### src/rtl/sirv_gnrl_skid_buf.sv
// sirv_gnrl_skid_buf: two-entry registered valid/ready skid buffer (main + skid entry).
// Optional synchronous flush port enabled by defining SIRV_GNRL_SKID_FLUSH_EN.
module sirv_gnrl_skid_buf #(
    parameter int DW = 32
) (
    input  logic          clk,
    input  logic          rst_n,
`ifdef SIRV_GNRL_SKID_FLUSH_EN
    input  logic          flush,
`endif
    input  logic          i_vld,
    output logic          i_rdy,
    input  logic [DW-1:0] i_dat,
    output logic          o_vld,
    input  logic          o_rdy,
    output logic [DW-1:0] o_dat
);
    logic          main_vld_q, main_vld_d;
    logic          skid_vld_q, skid_vld_d;
    logic [DW-1:0] main_dat_q, main_dat_d;
    logic [DW-1:0] skid_dat_q, skid_dat_d;
    logic          ihs, ohs, kill;

    assign i_rdy = ~skid_vld_q;
    assign o_vld = main_vld_q;
    assign o_dat = main_dat_q;
    assign ihs   = i_vld & i_rdy;
    assign ohs   = o_vld & o_rdy;
`ifdef SIRV_GNRL_SKID_FLUSH_EN
    assign kill  = flush;
`else
    assign kill  = 1'b0;
`endif

    // Occupancy only moves EMPTY<->ONE<->FULL, so skid_vld implies main_vld.
    always_comb begin
        main_vld_d = ~kill & (skid_vld_q | ihs | (main_vld_q & ~o_rdy));
        skid_vld_d = ~kill & (skid_vld_q ? ~ohs : (main_vld_q & ihs & ~o_rdy));
        main_dat_d = skid_vld_q ? (ohs ? skid_dat_q : main_dat_q)
                   : (ihs & (~main_vld_q | o_rdy)) ? i_dat : main_dat_q;
        skid_dat_d = (~skid_vld_q & main_vld_q & ihs & ~o_rdy) ? i_dat : skid_dat_q;
    end

    always_ff @(posedge clk or negedge rst_n) begin
        if (!rst_n) begin
            main_vld_q <= 1'b0;
            skid_vld_q <= 1'b0;
            main_dat_q <= '0;
            skid_dat_q <= '0;
        end else begin
            main_vld_q <= main_vld_d;
            skid_vld_q <= skid_vld_d;
            main_dat_q <= main_dat_d;
            skid_dat_q <= skid_dat_d;
        end
    end
endmodule
### config.mk
export PLATFORM = sky130hd
export DESIGN_NAME = sirv_gnrl_skid_buf
export DESIGN_NICKNAME = d
export VERILOG_FILES = /design/src/rtl/sirv_gnrl_skid_buf.sv
export SDC_FILE = /design/constraint.sdc
export NUM_CORES = 1
export LEC_CHECK = 0
export BUFFER_PORTS_ARGS = -buffer_cell sky130_fd_sc_hd__buf_4
export CAP_MARGIN = 20
export CORE_MARGIN = 1.5
export CORE_UTILIZATION = 53
export CTS_CLUSTER_SIZE = 25
export DETAILED_ROUTE_END_ITERATION = 16
export GPL_TIMING_DRIVEN = 0
export HOLD_SLACK_MARGIN = 0.03
export PLACE_DENSITY = 0.84
export SLEW_MARGIN = 20
export SYNTH_ARGS = -nofsm -noshare
export SYNTH_HDL_FRONTEND = slang
export SYNTH_SLANG_ARGS = --single-unit
### constraint.sdc
create_clock -name clk -period 1.7 [get_ports clk]
set_clock_uncertainty 0.05 [all_clocks]
set_input_delay 0.085 -clock clk [delete_from_list [all_inputs] [get_ports clk]]
set_output_delay 0.085 -clock clk [all_outputs]
set_load 0.05 [all_outputs]
==> metrics.md <==
| Metric | Value |
|---|---|
| CP peak stage delay | `0.34 ns` |
| Most frequent cells in the layout | `mux2_2, buf_4, dfrtp_1` |
| Mapped Area | `roughly 2900 um^2` |
| Yosys reg bits | `66` |
| RSZ-0062 raised after global routing | `yes` |
| First-pass GRT wire length | `9.563 mm` |
| Internal Power | `roughly 3.9 mW` |
| Clock Power Share | `a little under a quarter` |
| Fin. max-slew vios | `0` |
| Drt drc | `0` |
| Switching Fraction | `approximately 36%` |
| Sequential share of power | `between 30% and 40%` |
| Final Cycle Share | `a little over nine tenths` |
| TritonCTS buffer count | `9` |
| Final Cell Area | `about 4100 um^2` |
| Mapped Nets | `217` |
| Dpl hpwl | `~3.5 mm` |
| TritonCTS sink count | `66` |
| Initial Utilization | `between 50% and 60%` |
| Fillers | `293` |
| Sw Pwr | `around 2.2 mW` |
| Worst-path fanout max | `9` |
| DR iter-0 viols | `a little under 90` |
| Startpoint Class | `flop` |
| Total track usage | `21.19%` |
| Worst path bufs/invs | `3` |
| Worst hold path type | `primary input to asynchronous set/reset pin` |
| Yosys Warn Count | `0` |
| Fin util | `roughly 79%` |
| Core ar. | `approximately 5200 um^2` |
| Worst setup EP type | `flop` |
| Synth cell types | `14` |
| Worst skew pair latency | `between 0.3 and 0.4 ns` |
| I/O Pins | `70` |
| Worst-case clock buffer depth | `2` |
| H-Tree Depth | `3` |
| Final WL | `between 5 and 6 mm` |
| Peak Freq | `between 600 and 700 MHz` |
| Mapped Cells | `181` |
| CP startpoint | `skid_vld_q` |
| Worst endpoint required time | `approximately 1.9 ns` |
| Die area | `5874 um^2` |
| Total gr overflow | `0` |
| Average wire per standard cell | `between 15 and 20 um` |
| Slowest-stage cell, CP | `dfrtp_1` |
| Num rows | `26` |
| Critical path class | `flop to flop` |
| Max IR drop VDD | `1.067 mV` |
| Reg-to-reg startpoint | `skid_vld_q` |
| Via density per instance | `roughly 5` |
| Port Buffer Count | `between 60 and 70` |
| Vias | `1907` |
| Actual slew at the worst max-slew pin | `0.8016 ns` |
| Reg clk slew, reported paths | `approximately 0.070 ns` |
| Cell mode on critical path | `buf_6` |
| Gpl congestion | `0.7274` |
| Critical Path AT | `roughly 1.8 ns` |
| Die W | `approximately 77 um` |
| Commonest non-fill, non-tap cell in the layout | `mux2_2` |
| Initial antenna violation count | `0` |
| TritonCTS clock tree | `built` |
| Die height | `76.64 um` |
| Max-cap violations | `0` |
| Routed Antenna Nets | `0` |
| Final Setup Violations | `0` |
| Static Leakage | `1.839 nW` |
| Layout cell share with drive strength beyond 1 | `a little over three fifths` |
| Largest net degree at the start of global routing | `67` |
| Fin crit period | `1.641 ns` |
| Status | `completed` |
| Root buffer cell | `clkbuf_8` |
| Fin nets | `336` |
| Vias in the first global route | `2017` |
| Area growth, synth to finish | `42.40%` |
| Avg Inst Size Synth | `15.88 um^2` |
| Fin. Hold Viols | `0` |
| Register area share after synthesis | `57.47%` |
| Cell area power density | `between 1500 and 2000 nW/um^2` |
| Gate power share | `about two fifths` |
| Critical Path, Cell by Cell | `buf_6 -> nor2_1 -> a211oi_4 -> buf_6 -> clkbuf_4 -> mux2_2` |
| Slew HR | `46.56%` |
| CP top delay family | `buffers and inverters` |
| Placed Area | `approximately 3500 um^2` |
| ANT cells | `0` |
| First drt pass iteration count | `4` |
## repair_timing
action | in CTS | in global routing
endpoints found under the hold margin | 100 | 0
gates resized for setup | 0 | 6
hold buffers | 35 | 0
endpoints found under the setup margin | 30 | 60
pin swaps | 1 | 1
gates cloned | 0 | 1
setup buffers | 2 | 1
## power by group through the flow
stage / logic, mW / clock network (mW) / registers (mW)
2_1_floorplan: 0.739 / 0 / 3.22
3_3_place_gp: 2.33 / 0 / 2.29
3_5_place_dp: 2.37 / 0 / 2.32
4_1_cts: 2.45 / 1.42 / 2.30
5_1_grt: 2.56 / 1.50 / 2.37
6_report: 2.45 / 1.40 / 2.30
## layer usage
layer | vias up | GRT usage, % | wire length (um)
li1 | 888 | - | -
met1 | 959 | 26.18 | 2480
met2 | 49 | 35.89 | 2868
met3 | 11 | 4.311 | 228
met4 | 0 | 9.630 | 106
met5 | - | 0 | 0
## state kept, by name, indices dropped and copies added (netlist names)
register	count
skid_dat_q	32
o_dat	32
skid_vld_q	1
o_vld	1
## per-stage QoR
| stage | cells | power (mW) | TNS [ns] | hold slack, ns | setup WS (ns) |
|---|---|---|---|---|---|
| 2_1_floorplan | 181 | 3.960 | 0 | -0.2606 | 0.003753 |
| 3_3_place_gp | 320 | 4.621 | 0 | 0.1880 | 0.01825 |
| 3_5_place_dp | 320 | 4.687 | -0.5447 | 0.1822 | -0.02797 |
| 4_1_cts | 373 | 6.161 | 0 | 0.3696 | 0.003193 |
| 5_1_grt | 375 | 6.436 | -0.4901 | 0.4389 | -0.03242 |
| 6_report | 375 | 6.152 | 0 | 0.3271 | 0.05945 |
## cells in the mapped netlist, drive strengths merged
cell,number,area (um^2)
buf,10,71.32
o21ai,1,5.000
nor3,1,16.27
nor2b,1,6.260
a22oi,1,7.510
nand2,1,3.750
inv,2,7.510
dfrtp,66,1652
a211oi,1,20.02
nor2,1,3.750
mux2,96,1081
## kinds of logic after synthesis
group	Yosys count	share of synthesized area, %
and+or+nand+nor	4	1.045
DFF	66	57.47
buffers and inverters	12	2.743
AOI/OAI and AO/OA	3	1.132
muxes	96	37.61
## layout make-up
cell class / instances / area [um^2] / area share [%]
multi-input combinational: 103 / 1144 / 27.94
buffer: 10 / 82.58 / 2.018
clock buffer: 15 / 186.4 / 4.555
timing repair buffer: 108 / 902.1 / 22.04
sequential: 66 / 1653 / 40.39
clock inverter: 1 / 30.03 / 0.7337
tap: 70 / 87.58 / 2.140
inverter: 2 / 7.507 / 0.1834
## path summary, 6_finish.rpt
| check | to | slack [ns] | cells after the start |
|---|---|---|---|
| max | o_dat[24] | 0.06 | 6 |
| min | o_dat[5] | 0.33 | 2 |
| max reg2reg | o_dat[24] | 0.06 | 6 |
| min reg2reg | skid_dat_q[13] | 0.44 | 1 |
| max in group asynchronous | o_vld | 0.70 | 2 |
| min in group clk | skid_dat_q[13] | 0.44 | 1 |
Power figures use the tool's default switching activity.
